`src/rtl/decode_unit_pkg.sv`:
```
// Shared types and constants for the multi-lane decoder: fetch bundle lane,
// issue queue element, ALU/branch/memory enums and MIPS opcode/funct codes.
package decode_unit_pkg;

    typedef enum logic [1:0] {arithmatic, brunch, memory, llu} exe_type_t;
    typedef enum logic [1:0] {nbc, bc_eq, bc_ne, bc_jmp} brunch_type_t;
    typedef enum logic [1:0] {llu_nop, llu_mul, llu_div, llu_divu} llu_op_t;
    typedef enum logic [2:0] {alu_or, alu_add, alu_sub, alu_and, alu_xor, alu_slt} alu_op_t;
    typedef enum logic [1:0] {wrd, hwd, byt} mem_type_t;

    localparam logic [5:0] op_special = 6'b000000;
    localparam logic [5:0] op_addiu   = 6'b001001;
    localparam logic [5:0] op_slti    = 6'b001010;
    localparam logic [5:0] op_andi    = 6'b001100;
    localparam logic [5:0] op_ori     = 6'b001101;
    localparam logic [5:0] op_xori    = 6'b001110;
    localparam logic [5:0] op_lui     = 6'b001111;

    localparam logic [5:0] fn_addu = 6'b100001;
    localparam logic [5:0] fn_and  = 6'b100100;
    localparam logic [5:0] fn_or   = 6'b100101;

    typedef struct packed {
        logic [31:0] inst;
        logic [31:0] predict_pc_addr;
        logic        predict_brunch_taken;
    } DECODE_REQUIRE;

    typedef struct packed {
        exe_type_t    exe_type;
        brunch_type_t brunch_type;
        alu_op_t      alu_op;
        llu_op_t      llu_op;
        logic         num1_need;
        logic [4:0]   num1_addr;
        logic [31:0]  num1;
        logic         num2_need;
        logic [4:0]   num2_addr;
        logic [31:0]  num2;
        logic         write_reg_need;
        logic [4:0]   write_reg_addr;
        logic [15:0]  memory_addr_offset;
        logic         mem_read_need;
        logic         mem_write_need;
        mem_type_t    mem_type;
        logic [2:0]   accept_mask;
        logic [31:0]  predict_pc_addr;
        logic         predict_brunch_taken;
    } ISSUE_QUEUE_ELEMENT;

    // Encoding used for empty lanes and undecodable instructions.
    function automatic ISSUE_QUEUE_ELEMENT default_elem();
        ISSUE_QUEUE_ELEMENT e;
        e = '0;
        e.exe_type    = arithmatic;
        e.brunch_type = nbc;
        e.alu_op      = alu_or;
        e.llu_op      = llu_nop;
        e.mem_type    = wrd;
        return e;
    endfunction

endpackage

```
`src/rtl/decode_unit_lane.sv`:
```
// Combinational single-lane decode. R-type (SPECIAL) decode is compiled in
// only when DECODE_RTYPE_EN is defined; otherwise opcode 000000 is illegal.
module decode_lane
    import decode_unit_pkg::*;
(
    input  DECODE_REQUIRE      req_i,
    input  logic               lane_valid_i,
    output ISSUE_QUEUE_ELEMENT elem_o,
    output logic               illegal_o
);

    logic [5:0]  op;
    logic [4:0]  rs;
    logic [4:0]  rt;
    logic [15:0] imm;
    logic        known;
    ISSUE_QUEUE_ELEMENT e;

    assign op  = req_i.inst[31:26];
    assign rs  = req_i.inst[25:21];
    assign rt  = req_i.inst[20:16];
    assign imm = req_i.inst[15:0];

`ifdef DECODE_RTYPE_EN
    logic [4:0] rd;
    logic [5:0] funct;
    assign rd    = req_i.inst[15:11];
    assign funct = req_i.inst[5:0];
`endif

    always_comb begin
        e                = default_elem();
        known            = 1'b1;
        e.accept_mask    = 3'b111;
        e.num1_need      = 1'b1;
        e.num1_addr      = rs;
        e.write_reg_need = 1'b1;
        e.write_reg_addr = rt;
        case (op)
            op_ori:   begin e.alu_op = alu_or;  e.num2 = {16'h0000, imm}; end
            op_andi:  begin e.alu_op = alu_and; e.num2 = {16'h0000, imm}; end
            op_xori:  begin e.alu_op = alu_xor; e.num2 = {16'h0000, imm}; end
            op_addiu: begin e.alu_op = alu_add; e.num2 = {{16{imm[15]}}, imm}; end
            op_slti:  begin e.alu_op = alu_slt; e.num2 = {{16{imm[15]}}, imm}; end
            op_lui: begin
                e.alu_op    = alu_or;
                e.num1_need = 1'b0;
                e.num1_addr = 5'd0;
                e.num2      = {imm, 16'h0000};
            end
`ifdef DECODE_RTYPE_EN
            op_special: begin
                e.num2_need      = 1'b1;
                e.num2_addr      = rt;
                e.write_reg_addr = rd;
                case (funct)
                    fn_addu: e.alu_op = alu_add;
                    fn_or:   e.alu_op = alu_or;
                    fn_and:  e.alu_op = alu_and;
                    default: known = 1'b0;
                endcase
            end
`endif
            default: known = 1'b0;
        endcase
        // Writes to $0 are architecturally discarded, so never request them.
        if (e.write_reg_addr == 5'd0) e.write_reg_need = 1'b0;
        if (!known || !lane_valid_i) e = default_elem();
        if (lane_valid_i) begin
            e.predict_pc_addr      = req_i.predict_pc_addr;
            e.predict_brunch_taken = req_i.predict_brunch_taken;
        end
        elem_o    = e;
        illegal_o = lane_valid_i && !known;
    end

endmodule

```
`src/rtl/decode_unit.sv`:
```
// Multi-lane decode stage: per-lane decode, registered output and a one-bundle
// skid buffer so in_ready is a flop. Optional macro: DECODE_RTYPE_EN.
module decode_unit
    import decode_unit_pkg::*;
#(
    parameter int DECODE_WIDTH = 2
) (
    input  logic                                   clk,
    input  logic                                   rst_n,
    input  logic                                   flush,
    input  logic                                   in_valid,
    output logic                                   in_ready,
    input  DECODE_REQUIRE      [DECODE_WIDTH-1:0]  in_req,
    input  logic               [DECODE_WIDTH-1:0]  in_lane_valid,
    output logic                                   out_valid,
    input  logic                                   out_ready,
    output ISSUE_QUEUE_ELEMENT [DECODE_WIDTH-1:0]  out_elem,
    output logic               [DECODE_WIDTH-1:0]  out_lane_valid,
    output logic               [DECODE_WIDTH-1:0]  out_illegal
);

    ISSUE_QUEUE_ELEMENT [DECODE_WIDTH-1:0] dec_elem;
    logic               [DECODE_WIDTH-1:0] dec_illegal;

    for (genvar i = 0; i < DECODE_WIDTH; i++) begin : g_lane
        decode_lane u_lane (
            .req_i        (in_req[i]),
            .lane_valid_i (in_lane_valid[i]),
            .elem_o       (dec_elem[i]),
            .illegal_o    (dec_illegal[i])
        );
    end

    logic                                  out_valid_q, out_valid_d;
    ISSUE_QUEUE_ELEMENT [DECODE_WIDTH-1:0] out_elem_q, out_elem_d;
    logic               [DECODE_WIDTH-1:0] out_lv_q, out_lv_d;
    logic               [DECODE_WIDTH-1:0] out_ill_q, out_ill_d;
    logic                                  skid_valid_q, skid_valid_d;
    ISSUE_QUEUE_ELEMENT [DECODE_WIDTH-1:0] skid_elem_q, skid_elem_d;
    logic               [DECODE_WIDTH-1:0] skid_lv_q, skid_lv_d;
    logic               [DECODE_WIDTH-1:0] skid_ill_q, skid_ill_d;
    logic                                  in_ready_q, in_ready_d;
    logic                                  in_fire;

    assign in_fire = in_valid && in_ready_q;

    always_comb begin
        out_valid_d  = out_valid_q;
        out_elem_d   = out_elem_q;
        out_lv_d     = out_lv_q;
        out_ill_d    = out_ill_q;
        skid_valid_d = skid_valid_q;
        skid_elem_d  = skid_elem_q;
        skid_lv_d    = skid_lv_q;
        skid_ill_d   = skid_ill_q;
        if (flush) begin
            out_valid_d  = 1'b0;
            skid_valid_d = 1'b0;
        end else if (!out_valid_q || out_ready) begin
            // Output slot frees up: skid (older) wins, otherwise bypass input.
            if (skid_valid_q) begin
                out_valid_d  = 1'b1;
                out_elem_d   = skid_elem_q;
                out_lv_d     = skid_lv_q;
                out_ill_d    = skid_ill_q;
                skid_valid_d = 1'b0;
            end else if (in_fire) begin
                out_valid_d = 1'b1;
                out_elem_d  = dec_elem;
                out_lv_d    = in_lane_valid;
                out_ill_d   = dec_illegal;
            end else begin
                out_valid_d = 1'b0;
            end
        end else if (in_fire) begin
            skid_valid_d = 1'b1;
            skid_elem_d  = dec_elem;
            skid_lv_d    = in_lane_valid;
            skid_ill_d   = dec_illegal;
        end
        in_ready_d = !skid_valid_d;
    end

    always_ff @(posedge clk or negedge rst_n) begin
        if (!rst_n) begin
            out_valid_q  <= 1'b0;
            out_elem_q   <= '0;
            out_lv_q     <= '0;
            out_ill_q    <= '0;
            skid_valid_q <= 1'b0;
            skid_elem_q  <= '0;
            skid_lv_q    <= '0;
            skid_ill_q   <= '0;
            in_ready_q   <= 1'b0;
        end else begin
            out_valid_q  <= out_valid_d;
            out_elem_q   <= out_elem_d;
            out_lv_q     <= out_lv_d;
            out_ill_q    <= out_ill_d;
            skid_valid_q <= skid_valid_d;
            skid_elem_q  <= skid_elem_d;
            skid_lv_q    <= skid_lv_d;
            skid_ill_q   <= skid_ill_d;
            in_ready_q   <= in_ready_d;
        end
    end

    assign in_ready       = in_ready_q;
    assign out_valid      = out_valid_q;
    assign out_elem       = out_elem_q;
    assign out_lane_valid = out_lv_q;
    assign out_illegal    = out_ill_q;

endmodule

```
`config.mk`:
```
export PLATFORM = sky130hd
export DESIGN_NAME = decode_unit
export DESIGN_NICKNAME = d
export VERILOG_FILES = /design/src/rtl/decode_unit_pkg.sv /design/src/rtl/decode_unit_lane.sv /design/src/rtl/decode_unit.sv
export SDC_FILE = /design/constraint.sdc
export NUM_CORES = 1
export LEC_CHECK = 0
export BUFFER_PORTS_ARGS = -buffer_cell sky130_fd_sc_hd__buf_2
export CAP_MARGIN = 30
export CORE_ASPECT_RATIO = 0.9
export CORE_UTILIZATION = 40
export CTS_BUF_LIST = sky130_fd_sc_hd__clkbuf_16
export DETAILED_ROUTE_END_ITERATION = 7
export HOLD_SLACK_MARGIN = 0.05
export PLACE_DENSITY = 0.61
export SLEW_MARGIN = 30
export SYNTH_ARGS = -nofsm -noshare
export SYNTH_HDL_FRONTEND = slang
export SYNTH_HIERARCHICAL = 1
export SYNTH_SLANG_ARGS = --single-unit
```
`constraint.sdc`:
```
create_clock -name clk -period 1.6 [get_ports clk]
set_input_delay 0 -clock clk [delete_from_list [all_inputs] [get_ports clk]]
set_output_delay 0 -clock clk [all_outputs]
set_load 0.01 [all_outputs]
```
# Word level (Yosys, flattened, before mapping)
# Index checks and enable logic that the tools add are counted.
word_totals:
  regBits: 599
  n_memories: 0
  in_bits: 137
  elab_cells: 148
  latchBits: 0
  output_inout_bits: 300
  romBits: 0
  ramBits: 0
classes:
  n_reduce_logical: 24
  n_eq_ne: 12
  muxes: 27
  mul: 0
  shift: 0
  div_mod_pow: 0
  n_bitwise: 2
  n_addsub: 0
  order_cmp: 0
ops:
  columns: ["operator", "count"]
  rows:
  - ["$mux 294", 2]
  - ["$mux 143", 2]
  - ["$pmux 32 s3", 2]
  - ["$eq 6x4->1 const B", 12]
  - ["$mux 33", 2]
  - ["$pmux 3 s4", 2]
  - ["$mux 6", 2]
  - ["$reduce_or 6->1", 2]
  - ["$mux 1", 11]
  - ["$logic_not 5->1", 2]
  - ["$mux 2", 4]
  - ["$logic_not 1->1", 6]
  - ["$reduce_and 3->1", 2]
  - ["$reduce_or 3->1", 2]
  - ["$reduce_bool 2->1", 2]
  - ["$reduce_or 2->1", 2]
  - ["$logic_and 1x1->1", 3]
  - ["$logic_or 1x1->1", 3]
  - ["$not 1->1", 2]

# Logic depth before layout (Yosys ltp)
# Gate-level depths: netlist of the first run.
logic_depth:
  ltp_word: 9
  depth_mapped: 8
  ltp_nobuf: 5

# Hierarchy
# The synthesis of the first run kept the hierarchy.
modules_own_cells:
  columns: ["module", "cells_each", "area_each_um2", "seq_area_each_um2", "n_inst"]
  rows:
  - ["decode_unit", 1601, 25684.6, 14989.4, 1]
  - ["decode_lane", 190, 1199.9, 0.0, 2]

# Least setup slack after synthesis of the first run
# OpenSTA, ideal clock, no wires.
synth_path:
  path_type: "reg-to-reg"
  start: "register out_valid_q, in the netlist out_valid"
  end: "register skid_elem_q[120] (netlist bit)"
  setup_slack_ps: -123
  path_buffers: 2
  setup_ps: 125
  synth_period_minus_slack_ps: 1723
  t_arrival_ps: 1598
  t_required_ps: 1475
  stages_incl_launch_ff: 6
  cell_sequence: "dfrtp_1 > or3b_4 > nor2_8 > buf_4 > buf_6 > mux2_2"
synth_between:
  elab_chain_cells: 4
synth_rtl:
  columns: ["item", "line_no", "source"]
  rows:
  - ["start, declared", "decode_unit.sv:34", "logic out_valid_q, out_valid_d;"]
  - ["start signal, assigned", "decode_unit.sv:96", "out_valid_q <= out_valid_d;"]
  - ["$logic_not 1->1", "decode_unit.sv:59", "end else if (!out_valid_q || out_ready) begin"]
  - ["$logic_or 1x1->1", "decode_unit.sv:59", null]
  - ["$not 1->1 (no line)", null, null]
  - ["$reduce_and 3->1 (no line)", null, null]
  - ["end signal, assigned", "decode_unit.sv:101", "skid_elem_q <= skid_elem_d;"]
  - ["end, declared", "decode_unit.sv:39", "ISSUE_QUEUE_ELEMENT [DECODE_WIDTH-1:0] skid_elem_q, skid_elem_d;"]
# Every way passes these cells.
# A chain may end at the register's enable or synchronous reset.

# Worst setup path after layout of the first run
layout_path:
  start: "register out_valid_q, in the netlist out_valid"
  end: "register skid_elem_q[140] (netlist bit)"
# The elaborated chain is that of the path after synthesis.

==> summary.md, run 1 <==
| Metric | Value |
|---|---|
| Initial DRC count | `514` |
| Residual DRC | `0` |
| Core area | `69000 um^2` |
| DP Area | `roughly 32000 um^2` |
| Net Sw Frac | `a little over a quarter` |
| Worst path top cell family by delay | `simple AND/OR/NAND/NOR gates` |
| Crit path required time | `2070 ps` |
| DP Wirelength | `between 40000 and 50000 um` |
| # rows | `91` |
| Post-synth EDFFs | `0` |
| Total Nets Final | `2849` |
| Hold Crit Class | `in -> reg` |
| Critical Path AT | `2350 ps` |
| Leak pwr | `18.53 nW` |
| Status | `complete, but fails checks` |
| Worst-skew pair later-pin latency | `~600 ps` |
| Mapped Area | `around 28000 um^2` |
| Pin count of the biggest net entering global routing | `46` |
| Routed len/inst | `around 20 um` |
| Slew headroom | `a little over half` |
| Most frequent cell after synthesis | `mux2_2` |
| Root Buffer | `clkbuf_16` |
| CP Cell Sequence | `or3b_4, nor2_8, buf_6, buf_12, buf_12, mux2_2` |
| Clock power frac | `36.2%` |
| Vias in the first global route | `19.34k` |
| Clock skew | `between 15 and 20 ps` |
| Core Util, Final | `55.19%` |
| Top cells by count, synth | `mux2_2, dfrtp_1, mux2_1` |
| Top_reg_cell synth | `dfrtp_1` |
| Synth top area share | `53.37%` |
| Final antenna-violating net count | `0` |
| Final Cycle Share | `117.9%` |
| Seq pwr share | `between 40% and 50%` |
| Hold Path Depth | `4` |
| Combinational power share | `a little under a fifth` |
| Total congestion overflow | `0` |
| Via count | `17.93k` |
| Clock slew at the register clock pins of the worst setup and hold paths | `60 ps` |
| Slack of the worst reg-to-reg path | `-290 ps` |
| # fillers | `5685` |
| PD cells | `1089 nW/um^2` |
| Average cell area after synthesis | `14.18 um^2` |
| Critical Path Fanout Max | `14` |
| Minimum clock period | `between 1500 and 2000 ps` |
| # IOs | `~440` |
| Finished Layout Cells | `3692` |
| Total track usage | `19.48%` |
| WL final | `73550 um` |
| Slew Limit Fails | `0` |
| Worst setup path class | `reg -> reg` |
| Setup ws final | `-285.8 ps` |
| Slowest cell on crit path | `or3b_4` |
| Ys Warns | `6` |
| Post-place setup slack | `-277.2 ps` |
| Largest area contributor in the netlist | `dfrtp_1` |
| Net Switching | `10.80 mW` |
| Worst path bufs/invs | `3` |
| Max Freq | `between 500 and 600 MHz` |
| Layout cells sized above 1 | `between 50% and 60%` |
| Register Area | `14990 um^2` |
| Fin area | `38080 um^2` |
| PortBufs | `436` |
| Final RePlAce weighted congestion | `about 0.81` |
| Synthesis-to-finish area growth | `35.59%` |
| Worst stage delay on the critical path | `420 ps` |
| Failing checks | `setup timing` |
| Slew @ Worst Pin | `a little under 700 ps` |
| RR Startpoint | `out_valid` |
| Chip height | `between 200 and 300 um` |
| CP Launch Type | `flop` |
| Most used cell, CP | `buf_12` |
| Total of max-cap violations | `0` |
| CTS tree | `built` |
| Worst setup EP type | `flop` |
| Mapped Cells | `1981` |
| # clock sinks | `599` |
| Async SR Flop Fraction | `100.0%` |
| Sequential share of the synthesized area | `53.37%` |
| Seq cells post-synth | `599` |
| Initial antenna violation count | `3` |
| R2r endpoint | `skid_elem_q[140]` |
| Drt first pass iters | `5` |
| DIE WIDTH | `~280 um` |
| Number of CTS-inserted buffers | `68` |
| Dpl cells | `3355` |
| Internal power | `30.67 mW` |
| Setup violations, final | `596` |
| Clock buffer depth | `3` |
| Worst Hold End | `skid_ill_q[0]` |
| Unrepaired setup endpoints after global routing | `yes` |
| Initial core utilization | `around 40%` |
| HP Start | `in_req[64]` |
| Worst vdd ir | `0.0007194 V` |
| Die Area | `71280 um^2` |
| Worst R2R Path Depth | `6` |
| Post-DR vias/cell | `4.855` |
| Synth area leaders | `dfrtp_1, mux2_2, mux2_1` |
| H-tree depth | `3` |
| Final Hold Fails | `0` |
| Global-route wire length before repair | `about 110000 um` |
| Cell variety after synth | `31` |
| Multi-input combinational cell area | `12660 um^2` |
metrics by stage:
step | hold WS [ps] | setup TNS [ps] | total power, mW
after floorplan | -295.6 | -23690 | 22.53
after global placement | -98.63 | -101700 | 24.95
after detailed placement | -92.02 | -109300 | 25.29
after CTS | 58.93 | -108920 | 41.22
after global routing | 109.0 | -155220 | 43.36
final | 84.20 | -123440 | 41.48
logic make-up (layout without fill, tap and decap cells):
kind of cell | Yosys count | after routing | synth area share, %
multiplexers | 894 | 894 | 35.85
AO/OA/AOI/OAI | 43 | 43 | 0.8464
XOR/XNOR | 4 | 4 | 0.1248
other | 2 | 130 | 0.02674
buffers and inverters | 259 | 912 | 5.988
flip-flops | 599 | 599 | 53.37
AND/OR/NAND/NOR | 180 | 180 | 3.796
flip-flops by register name (all words and copies together) (netlist names):
register	count
skid_valid_q	1
in_ready	1
out_valid	1
out_elem	294
out_illegal	2
skid_ill_q	2
skid_elem_q	294
skid_lv_q	2
out_lane_valid	2
layout by cell type, fill, tap and decap left out, types with 2 or more instances in the layout:
cell,netlist,routed
diode_2,0,2
or3_1,3,3
clkbuf_16,0,94
clkinv_1,0,15
clkinv_2,0,7
buf_8,0,18
a211oi_2,2,2
mux2_4,0,199
buf_6,4,20
or4_1,2,2
xor2_1,2,2
nor3b_1,4,4
and2_1,118,118
o21a_1,2,2
mux2_1,200,117
a31oi_1,2,2
buf_12,0,55
a21oi_1,37,36
xnor2_1,2,2
nand2_1,36,36
mux2_2,694,578
nand3_2,2,2
inv_6,0,2
bufinv_16,0,5
dfrtp_1,599,598
nor3_1,3,2
nor2_1,4,4
buf_4,157,72
conb_1,2,128
inv_1,5,20
inv_16,0,3
buf_2,70,435
clkinv_8,0,2
buf_16,0,30
nand4bb_1,2,2
dlygate4sd3_1,0,133
and3_1,2,2
timing repair:
action                                 CTS  global route
buffers inserted                        26            15
endpoints found under the hold margin  895             0
gates resized for setup                107           201
hold buffers                           135             0
setup endpoints to repair              592           594
cloned                                  19            28
worst reg2reg max path, stage by stage (launching register included):
cell and delay (ps):
dfrtp_1 370, or3b_4 420, nor2_8 150, buf_6 150
buf_12 170, buf_12 180, mux2_2 330
metal layers:
layer | wire length [um] | GRT usage [%]
met5 | 0 | 0
met4 | 2429 | 6.988
met3 | 4102 | 4.881
met2 | 36420 | 33.37
met1 | 30590 | 23.67
worst max-delay path by stage:
stage / startpoint / end / slack (ps) / cells past startpoint
after floorplan: out_valid / skid_elem_q[33] / -100 / 5
after detailed placement: out_valid / out_elem[19] / -280 / 6
final: out_valid / skid_elem_q[140] / -290 / 6
after CTS: out_valid / out_elem[231] / -260 / 8
after global placement: out_valid / out_elem[22] / -240 / 6
after global routing: out_valid / skid_elem_q[81] / -330 / 6
power by group through the flow:
stage	logic (mW)	registers (mW)	clock network (mW)
floorplan	3.32	19.2	0
global placement	6.07	18.9	0
detailed placement	6.25	19.0	0
CTS	6.95	18.8	15.5
global route	8.18	19.1	16.0
finish	7.59	18.9	15.0
cell type report:
cell class	count	area share (%)
multi-input cells	1249	33.23
clock inverters	49	1.071
repair buffers	789	18.67
flip-flops and latches	599	39.37
diodes	2	0.01314
well taps	930	3.056
clock buffers	69	4.534
inverters	5	0.04929
No activity file was read; power rests on OpenSTA's default activity.
==> run 2, diff against run 1 <==
--- a/config.mk
+++ b/config.mk
@@ -5,14 +5,17 @@
 export SDC_FILE = /design/constraint.sdc
 export NUM_CORES = 1
 export LEC_CHECK = 0
+export ABC_AREA = 1
 export BUFFER_PORTS_ARGS = -buffer_cell sky130_fd_sc_hd__buf_2
 export CAP_MARGIN = 30
 export CORE_ASPECT_RATIO = 0.9
 export CORE_UTILIZATION = 40
 export CTS_BUF_LIST = sky130_fd_sc_hd__clkbuf_16
 export DETAILED_ROUTE_END_ITERATION = 7
+export GPL_TIMING_DRIVEN = 1
 export HOLD_SLACK_MARGIN = 0.05
-export PLACE_DENSITY = 0.61
+export PLACE_DENSITY = 0.6
+export SKIP_CTS_REPAIR_TIMING = 1
 export SLEW_MARGIN = 30
 export SYNTH_ARGS = -nofsm -noshare
 export SYNTH_HDL_FRONTEND = slang
==> summary.md, run 2 <==
| Metric | Value |
|---|---|
| Status | `complete, but fails checks` |
| Failing checks | `hold timing` |
| Most frequent cells in the layout | `nand2_1, nand3_1, dfrtp_1, buf_2, dlygate4sd3_1` |
| PortBufs | `436` |
| Number of CTS-inserted buffers | `68` |
| Final Hold Fails | `1` |
| Layout cells sized above 1 | `~17%` |
| Via count | `roughly 28k` |
| Synthesis-to-finish area growth | `24.57%` |
| DP Wirelength | `60760 um` |
| Total Nets Final | `4821` |
| Chip height | `roughly 260 um` |
| Worst setup EP type | `flop` |
| Post-DR vias/cell | `about 4.8` |
| Synth top area share | `approximately 49%` |
| Die Area | `77000 um^2` |
| Residual DRC | `0` |
| # IOs | `437` |
| # fillers | `7233` |
| WL final | `around 91000 um` |
| PD cells | `1071 nW/um^2` |
| Ys Warns | `6` |
| Drt first pass iters | `5` |
| Synth area leaders | `dfrtp_1, nand2_1, nand3_1` |
| Vias in the first global route | `25.67k` |
| H-tree depth | `3` |
| CP Launch Type | `flop` |
| Pin count of the biggest net entering global routing | `77` |
| Final antenna-violating net count | `0` |
| Final Cycle Share | `a little over nine tenths` |
| Final RePlAce weighted congestion | `0.8548` |
| Global-route wire length before repair | `~140000 um` |
| Routed len/inst | `15.90 um` |
| Total of max-cap violations | `0` |
| Setup TNS | `0 ps` |
| Leak pwr | `between 20 and 25 nW` |
| Register Area | `14990 um^2` |
| Clock skew | `33.58 ps` |
| CTS tree | `built` |
| Total track usage | `22.98%` |
| # rows | `95` |
| Root Buffer | `clkbuf_16` |
| Worst setup path class | `reg -> reg` |
| Post-synth EDFFs | `0` |
| Initial DRC count | `roughly 2.1k` |
| Cell variety after synth | `24` |
| Core area | `74880 um^2` |
| Total congestion overflow | `0` |
| Seq cells post-synth | `599` |
| Most common cell after layout, fill and taps aside | `nand2_1` |
| Initial core utilization | `between 40% and 50%` |
| Crit path required time | `2140 ps` |
| Initial antenna violation count | `2` |
| Setup violations, final | `0` |
| Sequential share of the synthesized area | `49.37%` |
| Max Freq | `between 600 and 700 MHz` |
| Top_reg_cell synth | `dfrtp_1` |
| Hold_ws | `-17.64 ps` |
| Clock buffer depth | `3` |
| Worst-skew pair later-pin latency | `610 ps` |
| Final Power | `40.50 mW` |
| Average cell area after synthesis | `7.321 um^2` |
| Largest area contributor in the netlist | `dfrtp_1` |
| Clock slew at the register clock pins of the worst setup and hold paths | `60 ps` |
| Most frequent cell after synthesis | `nand2_1` |
| DIE WIDTH | `a little under 300 um` |
| Mapped Cells | `just over 4k` |
| Critical Path AT | `a little over 2000 ps` |
| Critical Path Fanout Max | `23` |
| Slew Limit Fails | `0` |
| Async SR Flop Fraction | `between 90% and 100%` |
| Worst vdd ir | `0.0007868 V` |
| # clock sinks | `about 600` |
| Multi-input combinational cell area | `approximately 13000 um^2` |
| Hold Crit Class | `in -> reg` |
| Top cells by count, synth | `nand2_1, nand3_1, dfrtp_1` |
| Minimum clock period | `1516 ps` |
| Mapped Area | `roughly 30000 um^2` |
run 2: cell types whose count changed in the layout (fill, tap and decap cells not counted), sizes merged, moves of 14 or more:
cell / change
clkbuf: -22
buf: -14
nand3: +606
a21oi: -36
nand2: +2272
nor2: +69
and2: -118
inv: +126
mux2: -894
run 2: metrics by stage:
step	util, %	setup WS (ps)	area, um^2	std cells
final	50.50	83.52	37820	5708
after global routing	50.50	-10.19	37820	5708
after CTS	48.58	67.18	36380	5565
after detailed placement	45.68	35.91	34210	5442
after global placement	45.68	59.81	34210	5442
after floorplan	-	315.5	30830	4273
run 2: where the power goes:
part	total [mW]	internal, mW	switching [mW]
combinational	6.54	2.56	3.98
clock	15.4	8.82	6.58
sequential	18.6	17.3	1.28
run 2: logic make-up after synthesis:
group	count (synthesis)	share of synthesized area [%]
AOI/OAI and AO/OA	4	0.06591
and+or+nand+nor	2994	40.64
DFF	599	49.37
buffers and inverters	548	9.891
other	2	0.02474
run 2: area by class of cell:
class,count,area share [%]
Antenna cell,1,0.006617
Sequential cell,599,39.64
Timing Repair Buffer,757,15.92
Clock buffer,72,4.764
Multi-Input combinational cell,3126,34.09
Inverter,132,1.376
Clock inverter,51,0.9826
Tap cell,970,3.209
run 2: path summary, 6_finish.rpt:
check / slack (ps) / startpoint / cells after the start / endpoint
min: -20 / in_req[63] / 8 / skid_elem_q[141]
min in group asynchronous: 160 / rst_n / 3 / skid_elem_q[216]
max in group asynchronous: 900 / rst_n / 3 / out_elem[122]
max reg2reg: 80 / skid_valid_q / 7 / out_elem[150]
min reg2reg: 460 / out_elem[204] / 2 / out_elem[204]
max: 80 / skid_valid_q / 7 / out_elem[150]
run 2: critical path, stage by stage, from the launching register on:
cell and delay (ps):
dfrtp_4 540, inv_8 100, buf_12 190, buf_4 290
nand2_1 80, nand2_1 70, nand3_1 100, nand2_1 80
run 2: routing by layer:
layer  wire length [um]  track usage, %
met1              41600           32.85
met2              41890           35.82
met3               4660           3.250
met4               2630           7.528
met5                  0               0
